**config.mk**
```make
export PLATFORM = sky130hd
export DESIGN_NAME = rand_backoff_flat
export DESIGN_NICKNAME = d
export VERILOG_FILES = /design/src/rtl/rand_backoff_pkg.sv /design/src/rtl/rand_backoff_if.sv /design/src/rtl/rand_backoff_slot_timer.sv /design/src/rtl/rand_backoff.sv /design/src/flat_wrapper.sv
export SDC_FILE = /design/constraint.sdc
export NUM_CORES = 1
export LEC_CHECK = 0
export CORE_UTILIZATION = 40
export CTS_CLUSTER_DIAMETER = 50
export CTS_CLUSTER_SIZE = 28
export DETAILED_ROUTE_END_ITERATION = 6
export RECOVER_POWER = 100
export REMOVE_ABC_BUFFERS = 1
export SKIP_CTS_REPAIR_TIMING = 1
export SLEW_MARGIN = 15
export SYNTH_ARGS = -nofsm -noshare
export SYNTH_HDL_FRONTEND = slang
export SYNTH_HIERARCHICAL = 1
export SYNTH_SLANG_ARGS = --single-unit
```
**constraint.sdc**
```tcl
create_clock -name clk -period 5.2 [get_ports clk]
set_clock_uncertainty 0.2 [all_clocks]
set_input_delay 0.78 -clock clk [delete_from_list [all_inputs] [get_ports clk]]
set_output_delay 0.78 -clock clk [all_outputs]
set_load 0.02 [all_outputs]
```
**src/rtl/rand_backoff_pkg.sv**
```systemverilog
// Shared types and constants for the randomised retry-backoff timer.
package rand_backoff_pkg;

    localparam int RND_W = 3;
    localparam int ATT_W = 4;

    typedef enum logic {
        IDLE = 1'b0,
        WAIT = 1'b1
    } state_t;

    // The slot count is the random value shifted by up to max_exp places.
    function automatic int slot_width(input int max_exp);
        return RND_W + max_exp;
    endfunction

endpackage

```
**src/rtl/rand_backoff_if.sv**
```systemverilog
// Requester-side handshake of the backoff timer; abort_cnt exists only with RAND_BACKOFF_STATS_EN.
interface rand_backoff_if;
    import rand_backoff_pkg::*;

    logic [RND_W-1:0] rnd;
    logic             start;
    logic             success;
    logic             busy;
    logic             go;
    logic             abort;
    logic [ATT_W-1:0] attempt;
`ifdef RAND_BACKOFF_STATS_EN
    logic [7:0]       abort_cnt;
`endif

    modport slave (
        input  rnd,
        input  start,
        input  success,
        output busy,
        output go,
        output abort,
`ifdef RAND_BACKOFF_STATS_EN
        output abort_cnt,
`endif
        output attempt
    );

    modport master (
        output rnd,
        output start,
        output success,
        input  busy,
        input  go,
        input  abort,
`ifdef RAND_BACKOFF_STATS_EN
        input  abort_cnt,
`endif
        input  attempt
    );

endinterface

```
**src/rtl/rand_backoff_slot_timer.sv**
```systemverilog
// Loadable slot x cycle-in-slot down-counter; done marks the final cycle of the wait.
module backoff_slot_timer #(
    parameter int SLOT_W   = 6,
    parameter int SLOT_CYC = 4
) (
    input  logic              clk,
    input  logic              clrn,
    input  logic              load,
    input  logic [SLOT_W-1:0] slots,
    input  logic              count,
    input  logic              cancel,
    output logic              done
);

    localparam int CYC_W = (SLOT_CYC > 1) ? $clog2(SLOT_CYC) : 1;
    localparam logic [CYC_W-1:0] CYC_LAST = CYC_W'(SLOT_CYC - 1);

    logic [SLOT_W-1:0] slot_cnt;
    logic [CYC_W-1:0]  cyc_cnt;

    always_ff @(posedge clk or negedge clrn) begin
        if (!clrn) begin
            slot_cnt <= '0;
            cyc_cnt  <= '0;
        end else if (cancel) begin
            slot_cnt <= '0;
            cyc_cnt  <= '0;
        end else if (load) begin
            slot_cnt <= slots;
            cyc_cnt  <= CYC_LAST;
        end else if (count && (slot_cnt != '0)) begin
            if (cyc_cnt == '0) begin
                slot_cnt <= slot_cnt - SLOT_W'(1);
                cyc_cnt  <= CYC_LAST;
            end else begin
                cyc_cnt  <= cyc_cnt - CYC_W'(1);
            end
        end
    end

    // Last slot with its last cycle: the wait ends after this clock.
    assign done = count && (slot_cnt == SLOT_W'(1)) && (cyc_cnt == '0);

endmodule

```
**src/rtl/rand_backoff.sv**
```systemverilog
// Randomised exponential retry-backoff timer; RAND_BACKOFF_STATS_EN adds a saturating abort_cnt output.
module rand_backoff
    import rand_backoff_pkg::*;
#(
    parameter int SLOT_CYC = 4,
    parameter int MAX_EXP  = 3,
    parameter int MAX_ATT  = 8
) (
    input  logic           clk,
    input  logic           clrn,
    rand_backoff_if.slave  bus
);

    localparam int SLOT_W = slot_width(MAX_EXP);
    localparam logic [ATT_W-1:0] ATT_MAX = ATT_W'(MAX_ATT);
    localparam logic [ATT_W-1:0] EXP_MAX = ATT_W'(MAX_EXP);

    state_t            state;
    state_t            state_nxt;
    logic [ATT_W-1:0]  attempt_q;
    logic [ATT_W-1:0]  att_nxt;
    logic [ATT_W-1:0]  att_base;
    logic [ATT_W-1:0]  exp_sel;
    logic [SLOT_W-1:0] slots;
    logic              go_q;
    logic              go_nxt;
    logic              abort_q;
    logic              abort_nxt;
    logic              accept;
    logic              at_limit;
    logic              zero_win;
    logic              load;
    logic              count;
    logic              cancel;
    logic              done;

    // Success in the same cycle as start is applied first.
    assign att_base = bus.success ? '0 : attempt_q;
    assign exp_sel  = (att_base > EXP_MAX) ? EXP_MAX : att_base;
    assign slots    = SLOT_W'(bus.rnd) << exp_sel;
    assign accept   = (state == IDLE) && bus.start;
    assign at_limit = (att_base == ATT_MAX);
    assign zero_win = (bus.rnd == '0);

    backoff_slot_timer #(
        .SLOT_W   (SLOT_W),
        .SLOT_CYC (SLOT_CYC)
    ) u_timer (
        .clk    (clk),
        .clrn   (clrn),
        .load   (load),
        .slots  (slots),
        .count  (count),
        .cancel (cancel),
        .done   (done)
    );

    always_ff @(posedge clk or negedge clrn) begin
        if (!clrn) begin
            state     <= IDLE;
            attempt_q <= '0;
            go_q      <= 1'b0;
            abort_q   <= 1'b0;
        end else begin
            state     <= state_nxt;
            attempt_q <= att_nxt;
            go_q      <= go_nxt;
            abort_q   <= abort_nxt;
        end
    end

    always_comb begin
        state_nxt = state;
        case (state)
            IDLE: if (accept && !at_limit && !zero_win) state_nxt = WAIT;
            WAIT: if (bus.success || done)              state_nxt = IDLE;
            default:                                    state_nxt = IDLE;
        endcase
    end

    always_comb begin
        go_nxt    = 1'b0;
        abort_nxt = 1'b0;
        att_nxt   = attempt_q;
        load      = 1'b0;
        count     = 1'b0;
        cancel    = 1'b0;
        case (state)
            IDLE: begin
                att_nxt = att_base;
                if (accept) begin
                    if (at_limit) begin
                        abort_nxt = 1'b1;
                    end else begin
                        att_nxt = att_base + ATT_W'(1);
                        if (zero_win) go_nxt = 1'b1;
                        else          load   = 1'b1;
                    end
                end
            end
            WAIT: begin
                // A success on the final wait cycle still cancels: no go.
                count = 1'b1;
                if (bus.success) begin
                    cancel  = 1'b1;
                    att_nxt = '0;
                end else if (done) begin
                    go_nxt  = 1'b1;
                end
            end
            default: ;
        endcase
    end

    assign bus.busy    = (state == WAIT);
    assign bus.go      = go_q;
    assign bus.abort   = abort_q;
    assign bus.attempt = attempt_q;

`ifdef RAND_BACKOFF_STATS_EN
    logic [7:0] abort_cnt_q;

    always_ff @(posedge clk or negedge clrn) begin
        if (!clrn)                              abort_cnt_q <= '0;
        else if (abort_nxt && (abort_cnt_q != 8'hFF)) abort_cnt_q <= abort_cnt_q + 8'd1;
    end

    assign bus.abort_cnt = abort_cnt_q;
`endif

endmodule

```
**src/flat_wrapper.sv**
```systemverilog
// flat-port wrapper written by rule: the top's interface ports become plain ports
module rand_backoff_flat import rand_backoff_pkg::*;
#(
    parameter int SLOT_CYC = 4,
    parameter int MAX_EXP  = 3,
    parameter int MAX_ATT  = 8
)
  (clk, clrn, bus_rnd, bus_start, bus_success, bus_busy, bus_go, bus_abort, bus_attempt);
  rand_backoff_if bus_i ();
  input  logic clk;
  input  logic clrn;
  input wire logic [$bits(bus_i.rnd)-1:0] bus_rnd;
  input wire logic [$bits(bus_i.start)-1:0] bus_start;
  input wire logic [$bits(bus_i.success)-1:0] bus_success;
  output wire logic [$bits(bus_i.busy)-1:0] bus_busy;
  output wire logic [$bits(bus_i.go)-1:0] bus_go;
  output wire logic [$bits(bus_i.abort)-1:0] bus_abort;
  output wire logic [$bits(bus_i.attempt)-1:0] bus_attempt;
  assign bus_i.rnd = bus_rnd;
  assign bus_i.start = bus_start;
  assign bus_i.success = bus_success;
  assign bus_busy = bus_i.busy;
  assign bus_go = bus_i.go;
  assign bus_abort = bus_i.abort;
  assign bus_attempt = bus_i.attempt;
  rand_backoff #(.SLOT_CYC(SLOT_CYC), .MAX_EXP(MAX_EXP), .MAX_ATT(MAX_ATT)) u_core (.clk(clk), .clrn(clrn), .bus(bus_i));
endmodule
```
==> results by group, run 1 <==
Floorplanning
  • DIE HEIGHT: 55.6 um
  • Area of the core: 2730 um^2
  • Row cnt: 19
  • Initial core utilization: 0.420
  • Die area: 3090 um^2
  • I/O pin cnt: 14
  • Chip width: 55.6 um

Logic synthesis
  • Synth Instances: 134
  • EDFF count, synth: 0
  • Main flop type after synthesis: dfrtp_1
  • Yosys Warn Count: 6
  • FF+latch count, synth: 15
  • Asr flop ratio synth: 1.00
  • Synth unique cells: 51
  • Mapped cell area: 1150 um^2
  • Syn avg cell area: 8.57 um^2
  • Register area share after synthesis: 0.327

STA
  • Setup TNS: 0 ns
  • Measured slew at the worst slew-check pin: 0.868 ns
  • Setup violations, final: 0
  • Endpoints failing hold: 0
  • Crit share post-route: 0.617
  • Max-slew violations: 0
  • RSZ-0062 raised after global routing: false
  • Fmax: 312 MHz
  • Slew margin rel.: 0.413
  • Post-layout min period: 3.21 ns

Cells and area
  • Filler cells: 264
  • Fraction of layout cells with a size suffix above 1: 0.0629
  • Design Area, Final: 1300 um^2
  • Area Growth Syn to Fin: 13.2%
  • Number of diodes: 0
  • Nets@finish: 155
  • Final Instance Count excl. Fillers: 174

Clock network
  • Num Clock Sinks: 15
  • CTS Buffer Depth: 2
  • Clock Pin Slew Worst Setup and Hold Paths: 0.09 ns
  • H-tree depth: 1
  • CTS buffer count: 3
  • Skew-Pair Late Insertion Delay: 0.28 ns
  • CTS tree: done
  • Clk root buf: clkbuf_4

Power
  • Total Power: 0.464 mW
  • Worst VDD drop: 0.196 mV
  • Switching Share: 0.430
  • Power per cell area: 357 nW/um^2
  • Switching power: 0.200 mW
  • Logic gate share of total power: 0.446
  • Leakage power: 0.554 nW
  • Sequential power share: 0.411
  • Clk network pwr share: 0.143
  • Pint: 0.265 mW

Route
  • Initial DRC Count: 50
  • Post-route ant nets: 0
  • Vias: 1,059
  • # DRC: 0
  • Wirelength, routed: 2.75 mm
  • Via density: 6.09
  • Drt wl/cell: 15.8 um
  • Router iterations before antenna repair: 5

Placed design
  • Placer Congestion: 0.872
  • Post-DP HPWL: 2.00 mm
  • Cells after DPL: 170
  • DP Area: 1280 um^2
  • I/O Buffers: 13

GRT
  • Vias in the first global route: 997
  • Initial antenna violation count: 0
  • Largest net degree at the start of global routing: 18
  • First-pass GRT wire length: 4.63 mm
  • GRT Residual Overflow: 0
  • Overall routing resource usage: 0.192

Worst setup path
  • Crit path max fanout: 11
  • Worst Setup Path Type: in -> reg
  • CP required: 5.19 ns
  • Crit path max-delay family: simple AND/OR/NAND/NOR gates
  • WP data arrival: 3.20 ns
  • Critical Path, Cell by Cell: dlygate4sd3_1 -> nor2b_1 -> o21ai_0 -> nor2_1 -> inv_1 -> o2111a_1 -> nor4_1
  • Setup crit end kind: register
  • Critical path's largest stage delay: 0.56 ns
  • Critical Path Slowest Stage Cell: dlygate4sd3_1
  • CP Launch Type: primary input
  • Buf/Inv on CP: 2

Outcome
  • Status: completed

Run
  • Max Cap Viol: 0

Min path
  • Tightest Hold Check Type: reg -> reg
==> flip-flops by register name (all words and copies together), names as in the netlist <==
name and cells:
u_core/u_timer/slot_cnt 6, u_core/u_timer/cyc_cnt 2, u_core/bus.abort 1, u_core/bus.go 1, u_core/bus.attempt 4, u_core/bus.busy 1
==> layout by cell type (no fill, tap or decap), types with 4 or more instances in the layout <==
cell,synthesis,routed
ha_1,4,4
dlygate4sd3_1,0,10
nand2_1,4,4
nor3_1,5,5
inv_1,12,12
a21oi_1,4,4
and2_1,4,4
dfrtp_1,15,15
o21ai_0,8,10
nor2b_1,5,5
nor2_1,7,7
nand3_1,6,6
==> stage by stage <==
stage | hold slack, ns | util | setup WS (ns)
after detailed placement | 0.332 | 0.467 | 1.90
after CTS | 0.353 | 0.477 | 2.20
after global routing | 0.388 | 0.476 | 1.81
final | 0.350 | 0.476 | 1.99
after floorplan | 0.284 | - | 2.69
after global placement | 0.314 | 0.467 | 2.06
==> cell type report <==
type                       count  area [um^2]  share of cell area
clock inverter                 1         5.00             0.00385
tap                           31         38.8              0.0298
sequential                    15          375               0.289
timing repair buffer          13          130               0.100
multi-input combinational     99          683               0.526
clock buffer                   3         22.5              0.0173
inverter                      12         45.0              0.0346
==> logic make-up after synthesis <==
group                      share of synthesized area
muxes                                         0.0174
and+or+nand+nor                                0.312
adders and majority gates                     0.0436
DFF                                            0.327
xor gates and xnor gates                      0.0153
AOI/OAI and AO/OA                              0.210
buffers and inverters                         0.0752
==> worst paths after layout <==
path	endpoint	cells past startpoint	slack, ns	start
max in group asynchronous	u_core/bus.busy	1	3.57	clrn
worst min register to register	u_core/u_timer/cyc_cnt[1]	1	0.35	u_core/u_timer/cyc_cnt[1]
min in group asynchronous	u_core/u_timer/cyc_cnt[0]	1	0.79	clrn
worst max-delay path	u_core/u_timer/cyc_cnt[0]	7	1.99	bus_start
worst min-delay path	u_core/u_timer/cyc_cnt[1]	1	0.35	u_core/u_timer/cyc_cnt[1]
worst max register to register	u_core/u_timer/slot_cnt[5]	6	2.39	u_core/bus.attempt[0]
==> power groups by stage <==
stage | sequential (mW) | combinational [mW] | clock, mW
after CTS | 0.190 | 0.208 | 0.0704
after global routing | 0.197 | 0.230 | 0.0770
after floorplan | 0.184 | 0.148 | 0
after global placement | 0.192 | 0.205 | 0
after detailed placement | 0.193 | 0.207 | 0
final | 0.191 | 0.207 | 0.0664
==> Yosys cell counts, types with 2 or more instances <==
| library cell | instances | area share |
|---|---|---|
| nand3_1 | 6 | 0.026 |
| nand3b_1 | 3 | 0.020 |
| and4b_1 | 2 | 0.017 |
| xor2_1 | 2 | 0.015 |
| nor3_1 | 5 | 0.022 |
| clkbuf_1 | 4 | 0.013 |
| mux2i_1 | 2 | 0.017 |
| nor4b_1 | 2 | 0.015 |
| nor4_1 | 2 | 0.011 |
| a21oi_1 | 4 | 0.017 |
| a31oi_1 | 3 | 0.016 |
| o21ai_0 | 8 | 0.035 |
| and2_1 | 4 | 0.022 |
| or2_2 | 3 | 0.016 |
| dfrtp_1 | 15 | 0.33 |
| buf_2 | 3 | 0.013 |
| nor2b_1 | 5 | 0.027 |
| o211ai_1 | 2 | 0.013 |
| nand2_1 | 4 | 0.013 |
| nand4_1 | 3 | 0.016 |
| nor3b_1 | 2 | 0.013 |
| inv_1 | 12 | 0.039 |
| ha_1 | 4 | 0.044 |
| nor2_1 | 7 | 0.023 |
==> metal layers <==
| layer | global-route usage | wire length (um) |
|---|---|---|
| met1 | 0.243 | 1270 |
| met2 | 0.318 | 1300 |
| met3 | 0.0302 | 134 |
| met4 | 0.0964 | 48 |
| met5 | 0 | 0 |
(Power assumes the default switching activity.)
==> run 2, diff against run 1 <==
- clock period: 5.2 -> 2.8 ns (I/O delays scaled with it)
==> run 2 against run 1 <==
- wire length up 7.6%
- critical endpoint is now bus_busy
- combinational power rose by 110%
- clock power rose by 87%
==> results by group, run 2 (synthesized netlist as in run 1, its figures left out) <==
Cells and area
  • Nets@finish: 164
  • Most flops, register: u_core/u_timer/slot_cnt
  • Filler cells: 280
  • Commonest non-fill, non-tap cell in the layout: dfrtp_1
  • Fraction of layout cells with a size suffix above 1: 0.0987
  • Area Growth Syn to Fin: 18.1%
  • Final Util: 0.496
  • Largest register FFs: 6
  • Most frequent cells in the layout: dfrtp_1 (15), inv_1 (12), dlygate4sd3_1 (9), o21ai_0 (9), nor2_1 (7)
  • Number of diodes: 0
  • Design Area, Final: 1360 um^2

STA
  • Fmax: 397 MHz
  • Crit share post-route: 0.899
  • Setup TNS: 0 ns
  • Hold WS: 0.365 ns
  • Measured slew at the worst slew-check pin: 0.717 ns
  • Post-layout min period: 2.52 ns
  • RSZ-0062 raised after global routing: false
  • Endpoints failing hold: 0
  • Max-slew violations: 0
  • Slew margin rel.: 0.521
  • Setup violations, final: 0

Clock network
  • Clk root buf: clkbuf_4
  • CTS Buffer Depth: 2
  • H-tree depth: 1
  • Num Clock Sinks: 15
  • CTS buffer count: 3
  • Clock Pin Slew Worst Setup and Hold Paths: 0.09 ns
  • Skew-Pair Late Insertion Delay: 0.28 ns
  • CTS tree: done

Power
  • Leakage power: 0.586 nW
  • Power per cell area: 658 nW/um^2
  • Sequential power share: 0.372
  • Switching power: 0.378 mW
  • Switching Share: 0.423
  • Logic gate share of total power: 0.489
  • Clk network pwr share: 0.139
  • Pint: 0.515 mW
  • Worst VDD drop: 0.334 mV

Floorplanning
  • Die area: 3090 um^2
  • I/O pin cnt: 14
  • Area of the core: 2730 um^2
  • Chip width: 55.6 um
  • DIE HEIGHT: 55.6 um
  • Row cnt: 19
  • Initial core utilization: 0.420

Worst setup path
  • Worst Setup Path Type: reg -> out
  • Launching point of the worst reg2reg path: u_core/bus.attempt[3]
  • Setup crit end kind: output pin
  • Register-to-register path setup slack: 0.31 ns
  • CP required: 2.18 ns
  • WP data arrival: 1.90 ns
  • Crit path max-delay family: buffers and inverters
  • Crit path max fanout: 16
  • Buf/Inv on CP: 2
  • R2R depth: 6
  • RR Endpoint: u_core/u_timer/slot_cnt[5]
  • Critical path's largest stage delay: 0.76 ns
  • CP Launch Type: register
  • Critical Path, Cell by Cell: clkbuf_1 -> dlygate4sd3_1
  • Critical Path Slowest Stage Cell: dlygate4sd3_1

Route
  • Post-route ant nets: 0
  • Met2 wire len: 1.49 mm
  • Wirelength, routed: 2.96 mm
  • Via density: 6.15
  • Highest metal used: met4
  • Vias: 1,126
  • DRT met1 WL: 1.29 mm
  • DR WL met3: 116 um
  • Router iterations before antenna repair: 4
  • Drt wl/cell: 16.2 um
  • Initial DRC Count: 34
  • # DRC: 0

GRT
  • GRT Residual Overflow: 0
  • Largest net degree at the start of global routing: 17
  • Initial antenna violation count: 0
  • Vias in the first global route: 1,096
  • Overall routing resource usage: 0.218
  • First-pass GRT wire length: 5.23 mm

Min path
  • WHS Endpoint: u_core/u_timer/cyc_cnt[1]
  • Tightest Hold Check Type: reg -> reg
  • Hold Path Cell Cnt: 1
  • Hold_sp: u_core/u_timer/cyc_cnt[1]

Placed design
  • Placer Congestion: 0.822
  • I/O Buffers: 13
  • Post-DP HPWL: 2.26 mm
  • DP Area: 1340 um^2

Run
  • Max Cap Viol: 0

Outcome
  • Status: completed
run 2: worst max path at each step:
stage | from | to | cells after the start
5_1_grt | u_core/bus.busy | bus_busy | 2
6_report | u_core/bus.busy | bus_busy | 2
4_1_cts | u_core/bus.attempt[3] | u_core/u_timer/slot_cnt[5] | 6
2_1_floorplan | u_core/bus.attempt[0] | u_core/u_timer/slot_cnt[5] | 6
3_3_place_gp | bus_rnd[1] | u_core/u_timer/slot_cnt[5] | 6
3_5_place_dp | bus_rnd[1] | u_core/u_timer/slot_cnt[5] | 6
run 2: metal layers:
| layer | GRT usage | up-vias |
|---|---|---|
| met3 | 0.0302 | 6 |
| met1 | 0.281 | 554 |
| met5 | 0 | - |
| met4 | 0.121 | 0 |
| met2 | 0.353 | 25 |
| li1 | - | 541 |
run 2: area by class of cell:
cell class | instances | area (um^2) | area share
clock inverter | 1 | 5.00 | 0.00369
clock buffer | 3 | 22.5 | 0.0166
timing repair buffer | 22 | 186 | 0.137
multi-input combinational | 99 | 683 | 0.504
sequential | 15 | 375 | 0.277
tap | 31 | 38.8 | 0.0286
inverter | 12 | 45.0 | 0.0332
run 2: power by group through the flow:
stage                     Sequential, mW  Combinational (mW)  Clock [mW]
after global routing               0.344               0.491       0.144
after global placement             0.334               0.430           0
after detailed placement           0.336               0.441           0
after floorplan                    0.342               0.275           0
after CTS                          0.332               0.445       0.131
final                              0.332               0.437       0.124
run 2: metrics by stage:
step / total power [mW] / cells / worst slack (ns)
floorplan: 0.617 / 126 / 0.294
global placement: 0.764 / 179 / 0.252
detailed placement: 0.777 / 179 / 0.191
CTS: 0.908 / 183 / 0.330
global route: 0.979 / 183 / 0.171
finish: 0.893 / 183 / 0.283
